[src/rtl/miner_seq_pkg.sv]
`default_nettype none
// ============================================================================
//  Module   : miner_seq_pkg
//  Purpose  : Shared definitions for the miner job sequencer: sequencer state
//             encodings, ARM hold length, nonce/target widths and a helper
//             for index widths.
//  Ports    : none (package)
//  Revision : 1.0 - initial release
// ============================================================================
package miner_seq_pkg;

    // Cycles the miner is held idle while a freshly loaded header settles.
    localparam int ARM_CYCLES = 2;
    localparam int NONCE_W    = 32;
    localparam int TARGET_W   = 8;

    typedef enum logic [2:0] {
        ST_IDLE   = 3'd0,
        ST_ARM    = 3'd1,
        ST_RUN    = 3'd2,
        ST_REPORT = 3'd3,
        ST_DONE   = 3'd4
    } seq_state_t;

    // Index width for a table of n entries; never narrower than one bit.
    function automatic int idx_width(input int n);
        return (n > 1) ? $clog2(n) : 1;
    endfunction

endpackage
`default_nettype wire

[src/rtl/miner_job_table.sv]
`default_nettype none
// ============================================================================
//  Module   : miner_job_table
//  Purpose  : Job table register file. One synchronous write port, one
//             asynchronous read port. Out-of-range addresses write nothing
//             and read as zero.
//  Ports    : clk, rst          - clock, asynchronous active-high reset
//             i_we, i_wr_addr,
//             i_wr_data         - write port
//             i_rd_addr         - read address
//             o_rd_data         - combinational read data
//  Revision : 1.0 - initial release
// ============================================================================
module miner_job_table #(
    parameter int NUM_JOBS = 4,
    parameter int AW       = 2,
    parameter int DW       = 104
) (
    input  logic          clk,
    input  logic          rst,
    input  logic          i_we,
    input  logic [AW-1:0] i_wr_addr,
    input  logic [DW-1:0] i_wr_data,
    input  logic [AW-1:0] i_rd_addr,
    output logic [DW-1:0] o_rd_data
);

    logic [DW-1:0] r_mem [NUM_JOBS];

    always_ff @(posedge clk or posedge rst) begin
        if (rst) begin
            for (int i = 0; i < NUM_JOBS; i++) begin
                r_mem[i] <= '0;
            end
        end else if (i_we) begin
            // Address decode per entry so indices >= NUM_JOBS match nothing.
            for (int i = 0; i < NUM_JOBS; i++) begin
                if (i_wr_addr == AW'(i)) begin
                    r_mem[i] <= i_wr_data;
                end
            end
        end
    end

    always_comb begin
        o_rd_data = '0;
        for (int i = 0; i < NUM_JOBS; i++) begin
            if (i_rd_addr == AW'(i)) begin
                o_rd_data = r_mem[i];
            end
        end
    end

endmodule
`default_nettype wire

[src/rtl/miner_job_sequencer.sv]
`default_nettype none
// ============================================================================
//  Module   : miner_job_sequencer
//  Purpose  : Feeds the nonce-search miner a programmable list of headers and
//             targets. Each job is loaded, held for ARM_CYCLES with the miner
//             idle, released, then closed by a found nonce or a timeout and
//             reported on the result port.
//  Ports    : clk, reset                      - clock, async active-high reset
//             cfg_we/cfg_addr/cfg_header/
//             cfg_target                      - job table write (idle only)
//             num_jobs, start, abort          - sequence control
//             data_in, target, miner_en       - registered drive to the miner
//             finished, nonce_out             - miner completion
//             result_valid/job/nonce/timeout  - per-job result
//             found_count, busy, done         - sequence status
//  Revision : 1.0 - initial release
// ============================================================================
module miner_job_sequencer
    import miner_seq_pkg::*;
#(
    parameter  int BYTE      = 8,
    parameter  int HDR_BYTES = 12,
    parameter  int NUM_JOBS  = 4,
    parameter  int TIMEOUT   = 65536,
    localparam int HW        = BYTE * HDR_BYTES,
    localparam int JW        = idx_width(NUM_JOBS)
) (
    input  logic                clk,
    input  logic                reset,
    input  logic                cfg_we,
    input  logic [JW-1:0]       cfg_addr,
    input  logic [HW-1:0]       cfg_header,
    input  logic [TARGET_W-1:0] cfg_target,
    input  logic [JW:0]         num_jobs,
    input  logic                start,
    input  logic                abort,
    output logic [HW-1:0]       data_in,
    output logic [TARGET_W-1:0] target,
    output logic                miner_en,
    input  logic                finished,
    input  logic [NONCE_W-1:0]  nonce_out,
    output logic                result_valid,
    output logic [JW-1:0]       result_job,
    output logic [NONCE_W-1:0]  result_nonce,
    output logic                result_timeout,
    output logic [JW:0]         found_count,
    output logic                busy,
    output logic                done
);

    localparam int              c_cw       = $clog2(TIMEOUT);
    localparam int              c_ew       = HW + TARGET_W;
    localparam logic [c_cw-1:0] c_tmo_last = c_cw'(TIMEOUT - 1);
    localparam logic [1:0]      c_arm_last = 2'(ARM_CYCLES - 1);
    localparam logic [JW:0]     c_max_jobs = (JW+1)'(NUM_JOBS);
    localparam logic [JW:0]     c_one_job  = (JW+1)'(1);

    seq_state_t      r_state;
    logic [JW-1:0]   r_job_idx;
    logic [JW:0]     r_count;
    logic [c_cw-1:0] r_tmo_cnt;
    logic [1:0]      r_arm_cnt;

    logic            w_tbl_we;
    logic [JW-1:0]   w_rd_addr;
    logic [c_ew-1:0] w_rd_data;
    logic [JW:0]     w_count_clamped;
    logic            w_last_job;

    // Table is frozen while a sequence runs so in-flight jobs stay coherent.
    assign w_tbl_we = cfg_we && (r_state == ST_IDLE);

    // Entry 0 is the one loaded on start; in REPORT the next entry is
    // prefetched so it lands on data_in at the REPORT->ARM edge.
    assign w_rd_addr = (r_state == ST_REPORT) ? (r_job_idx + 1'b1) : '0;

    always_comb begin
        w_count_clamped = num_jobs;
        if (num_jobs == '0) begin
            w_count_clamped = c_one_job;
        end else if (num_jobs > c_max_jobs) begin
            w_count_clamped = c_max_jobs;
        end
    end

    assign w_last_job = ({1'b0, r_job_idx} == (r_count - 1'b1));

    miner_job_table #(
        .NUM_JOBS (NUM_JOBS),
        .AW       (JW),
        .DW       (c_ew)
    ) u_job_table (
        .clk       (clk),
        .rst       (reset),
        .i_we      (w_tbl_we),
        .i_wr_addr (cfg_addr),
        .i_wr_data ({cfg_header, cfg_target}),
        .i_rd_addr (w_rd_addr),
        .o_rd_data (w_rd_data)
    );

    always_ff @(posedge clk or posedge reset) begin
        if (reset) begin
            r_state        <= ST_IDLE;
            r_job_idx      <= '0;
            r_count        <= '0;
            r_tmo_cnt      <= '0;
            r_arm_cnt      <= '0;
            data_in        <= '0;
            target         <= '0;
            miner_en       <= 1'b0;
            result_valid   <= 1'b0;
            result_job     <= '0;
            result_nonce   <= '0;
            result_timeout <= 1'b0;
            found_count    <= '0;
            busy           <= 1'b0;
            done           <= 1'b0;
        end else begin
            // Strobes default low; result_* data fields hold between results.
            result_valid <= 1'b0;
            done         <= 1'b0;

            if (abort && (r_state != ST_IDLE)) begin
                // Silent stop: no result, no done, found_count preserved.
                r_state  <= ST_IDLE;
                miner_en <= 1'b0;
                busy     <= 1'b0;
            end else begin
                case (r_state)
                    ST_IDLE: begin
                        if (start) begin
                            r_count               <= w_count_clamped;
                            r_job_idx             <= '0;
                            found_count           <= '0;
                            {data_in, target}     <= w_rd_data;
                            r_arm_cnt             <= '0;
                            busy                  <= 1'b1;
                            r_state               <= ST_ARM;
                        end
                    end

                    ST_ARM: begin
                        if (r_arm_cnt == c_arm_last) begin
                            miner_en  <= 1'b1;
                            r_tmo_cnt <= '0;
                            r_state   <= ST_RUN;
                        end else begin
                            r_arm_cnt <= r_arm_cnt + 1'b1;
                        end
                    end

                    ST_RUN: begin
                        // finished is tested first so a nonce arriving on the
                        // final counted cycle is still reported as found.
                        if (finished) begin
                            result_nonce   <= nonce_out;
                            result_timeout <= 1'b0;
                            result_job     <= r_job_idx;
                            result_valid   <= 1'b1;
                            found_count    <= found_count + 1'b1;
                            miner_en       <= 1'b0;
                            r_state        <= ST_REPORT;
                        end else if (r_tmo_cnt == c_tmo_last) begin
                            result_nonce   <= '0;
                            result_timeout <= 1'b1;
                            result_job     <= r_job_idx;
                            result_valid   <= 1'b1;
                            miner_en       <= 1'b0;
                            r_state        <= ST_REPORT;
                        end else begin
                            r_tmo_cnt <= r_tmo_cnt + 1'b1;
                        end
                    end

                    ST_REPORT: begin
                        if (w_last_job) begin
                            done    <= 1'b1;
                            r_state <= ST_DONE;
                        end else begin
                            r_job_idx         <= r_job_idx + 1'b1;
                            {data_in, target} <= w_rd_data;
                            r_arm_cnt         <= '0;
                            r_state           <= ST_ARM;
                        end
                    end

                    ST_DONE: begin
                        busy    <= 1'b0;
                        r_state <= ST_IDLE;
                    end

                    default: begin
                        miner_en <= 1'b0;
                        busy     <= 1'b0;
                        r_state  <= ST_IDLE;
                    end
                endcase
            end
        end
    end

endmodule
`default_nettype wire
[config.mk]
export PLATFORM = sky130hd
export DESIGN_NAME = miner_job_sequencer
export DESIGN_NICKNAME = d
export VERILOG_FILES = /design/src/rtl/miner_seq_pkg.sv /design/src/rtl/miner_job_table.sv /design/src/rtl/miner_job_sequencer.sv
export SDC_FILE = /design/constraint.sdc
export NUM_CORES = 1
export LEC_CHECK = 0
export ABC_AREA = 0
export ABC_CLOCK_PERIOD_IN_PS = 33300
export BUFFER_PORTS_ARGS = -buffer_cell sky130_fd_sc_hd__buf_4
export CORE_MARGIN = 5
export CORE_UTILIZATION = 40
export DETAILED_ROUTE_END_ITERATION = 8
export HOLD_SLACK_MARGIN = 0.06
export PLACE_DENSITY = 0.6
export SLEW_MARGIN = 20
export SYNTH_ARGS = -nofsm -noshare
export SYNTH_HDL_FRONTEND = slang
export SYNTH_SLANG_ARGS = --single-unit
[constraint.sdc]
create_clock -name clk -period 33.3 [get_ports clk]
set_input_delay 9.99 -clock clk [delete_from_list [all_inputs] [get_ports clk]]
set_output_delay 9.99 -clock clk [all_outputs]
set_load 0.005 [all_outputs]
==> impl_results.md <==
- Syn Std Cell Area: around 26,000 µm²
- Minimum clock period after layout: 12.73 ns
- Count of yosys warnings during synthesis: 0
- Congestion Overflow GR: 0
- Initial core utilization: 40.4%
- Main area contributors after synthesis: dfrtp_1 57%, mux2_2 18%, o221ai_1 3.5%
- Hold Crit Class: flop to flop
- Synthesis-stage register bit count: approximately 590
- 1st-pass router iterations: 6
- Netlist cell types: between 60 and 70
- Standard cell core area: around 64,000 µm²
- Net count after synthesis: roughly 2,200
- Critical path data arrival time: 13.23 ns
- Area of the multi-input gates: approximately 11,000 µm²
- Static power due to leakage: 0.0136 µW
- Final-stage net count: approximately 2,400
- Most repeated library cell on the critical path: buf_4
- Total length of routed wires: between 60,000 and 70,000 µm
- Fill count: about 5,800
- Maximum clock frequency: approximately 80 MHz
- Total via count after detailed routing: roughly 18,000
- Hold slack: roughly 0.48 ns
- Count of final max-slew check failures: 0
- Top flip-flop cell by instance count after synthesis: dfrtp_1
- Bufs and invs on worst path: 3
- Number of antenna violations at the first check in global routing: 4
- Crit path launch type: primary input
- Clk_lat worst skew: around 0.59 ns
- Placer congestion estimate: 0.769
- Top cells by instance count after synthesis: 588 x dfrtp_1, 427 x mux2_2, 172 x o21ai_0
- Total power divided by cell area: about 89 nW/µm²
- Number of flops mapped to enable cells by yosys: 0
- Total negative setup slack: 0 ns
- Crit path required time: ~34 ns
- Maximum root-to-sink buffer count: 3
- Crit path max fanout: slightly below 90
- Mean instance size in the synthesized netlist: approximately 13 µm²
- Post-detailed-route via-to-cell ratio: about 5.5
- Dominant delay contributor by cell family on the critical path: buffers and inverters
- Ys async rst share: 100%
- Cells along the critical path: buf_4 > nand2_1 > a21boi_4 > buf_4 > buf_4 > o21ai_0 > o21ai_0
- Count of port buffers added during placement: approximately 290
- Vias in the first global route: about 19,000
- Seq/Total Area, Yosys: approximately 57%
- Share of layout cells above drive strength 1: a little under two fifths
- Element type at the critical path end: flop
- Area used by sequential logic in the layout: roughly 15,000 µm²
- Setup-failing EPs final: 0
- Row cnt: 93
- Antenna viol nets, final: 0
- Most area-hungry cell type in the Yosys netlist: dfrtp_1
- Number of design-rule violations left by the first detailed-router iteration: ~1,100
- Hold buffer count at cts: 0
- Cell with the largest stage delay on the worst path: buf_4
- Y dimension of the die: approximately 270 µm
- # IOs: 293
- Delay contributed by the slowest stage of the critical path: ~0.85 ns
- WL/cell: ~21 µm
- Peak supply drop: between 0.00004 and 0.00005 V
- Cells resized by post-CTS repair: 0
- Clock buffer count from CTS: 67
- Total die area: about 70,000 µm²
- Status: completed
- Wire length of the first global-routing pass: around 110,000 µm
- Maximum Capacitance Violations: 0
- Layout Area Growth over Synthesis: 18.9%
- Overall die width: ~270 µm
- Share of the synthesized area in the top cell type: between 50% and 60%
- Half-perimeter wire length after placement: 39,900 µm
- Final Power: 2750 µW
- Overall fraction of global-route tracks in use: 19.1%
- RSZ-0062 raised after global routing: false
- Clock tree from TritonCTS: built
- Remaining max-slew budget at the tightest pin: about a quarter
- Cell count after synthesis: around 2,100
- Clock Skew: roughly 0.018 ns
- Tcrit/Tclk final: a little under two fifths
- Final hold violation count: 0
- Class of the most critical setup path: primary input to flop
- Remaining design rule violation count: 0
- Largest net degree at the start of global routing: 189
- Post-CTS Setup Repair Bufs: 0
- Slew of the pin with the lowest slew margin: roughly 1.1 ns
- Clk sinks: just under 600
- Most frequently used cell type in the post-synthesis netlist: dfrtp_1
- Cell at the root of the clock tree: clkbuf_16
- Worst-path clk slew: roughly 0.06 ns
- Depth of the CTS H-tree: 3
flip-flops by register name, indices dropped and copies added, names as in the netlist:
name and count:
busy 1, data_in 96, done 1, found_count 3, miner_en 1, r_arm_cnt 2
r_count 3, r_job_idx 2, r_state 3, r_tmo_cnt 16, result_job 2, result_nonce 32
result_timeout 1, result_valid 1, target 8, u_job_table.r_mem 416
logic make-up (layout without fill, tap and decap cells):
logic type	after synthesis	count (layout)	synth area share [%]
adders and majority gates	4	4	0.192
and+or+nand+nor	385	385	7.43
xor gates and xnor gates	9	9	0.303
DFF	588	588	56.5
AOI/OAI and AO/OA	394	394	10.1
buffers and inverters	171	447	3.13
other	0	4	0
muxes	506	506	22.3
path summary, 6_finish.rpt:
kind,start,end,slack (ns),depth (start not counted)
setup / recovery,start,r_job_idx[1],20.57,7
hold / removal,found_count[2],found_count[2],0.48,1
setup reg to reg,r_job_idx[1],r_job_idx[1],28.81,7
hold reg to reg,found_count[2],found_count[2],0.48,1
max in group asynchronous,reset,data_in[50],20.66,5
min in group asynchronous,reset,data_in[6],9.56,2
metal layers:
metal  part of all wire (%)  GRT usage [%]  up-vias
li1                       -              -     7979
met1                     46           26.7     9092
met2                     47           30.6      366
met3                    4.8           3.65      102
met4                    2.2           5.44        0
met5                      0              0        -
cell usage in the layout, fill, tap and decap left out, drive strengths merged, types with 3 or more instances in the layout:
cell,n
nor2b,85
bufinv,3
o22ai,20
a21oi,9
xnor2,7
o211ai,6
diode,4
clkbuf,101
nor3,94
o221ai,104
dfrtp,588
o21ai,203
clkinv,9
nand2b,4
inv,14
or4,3
nand3,10
a22o,33
ha,4
mux2,505
nor2,21
nand4,5
nand2,147
buf,319
final cells by class:
class / count / share of cell area [%]
Clock inverter: 15 / 0.530
Tap cell: 855 / 3.46
Sequential cell: 588 / 47.6
Antenna cell: 4 / 0.0323
Clock buffer: 101 / 6.46
Inverter: 12 / 0.170
Timing Repair Buffer: 319 / 7.78
Multi-Input combinational cell: 1298 / 34.0
per-stage QoR:
step / instances / worst slack [ns] / cell area, µm² / utilization (%)
after floorplan: 2057 / 6.86 / 26000 / -
after global placement: 3072 / 20.01 / 28800 / 44.6
after detailed placement: 3072 / 19.91 / 28800 / 44.6
after CTS: 3188 / 20.55 / 30900 / 48.0
after global routing: 3190 / 20.09 / 30900 / 48.0
final: 3192 / 20.57 / 31000 / 48.0
power by group:
group          switching, µW  internal [µW]
clock network            289            437
registers                210           1060
logic                    308            449
Power figures use the tool's default switching activity.
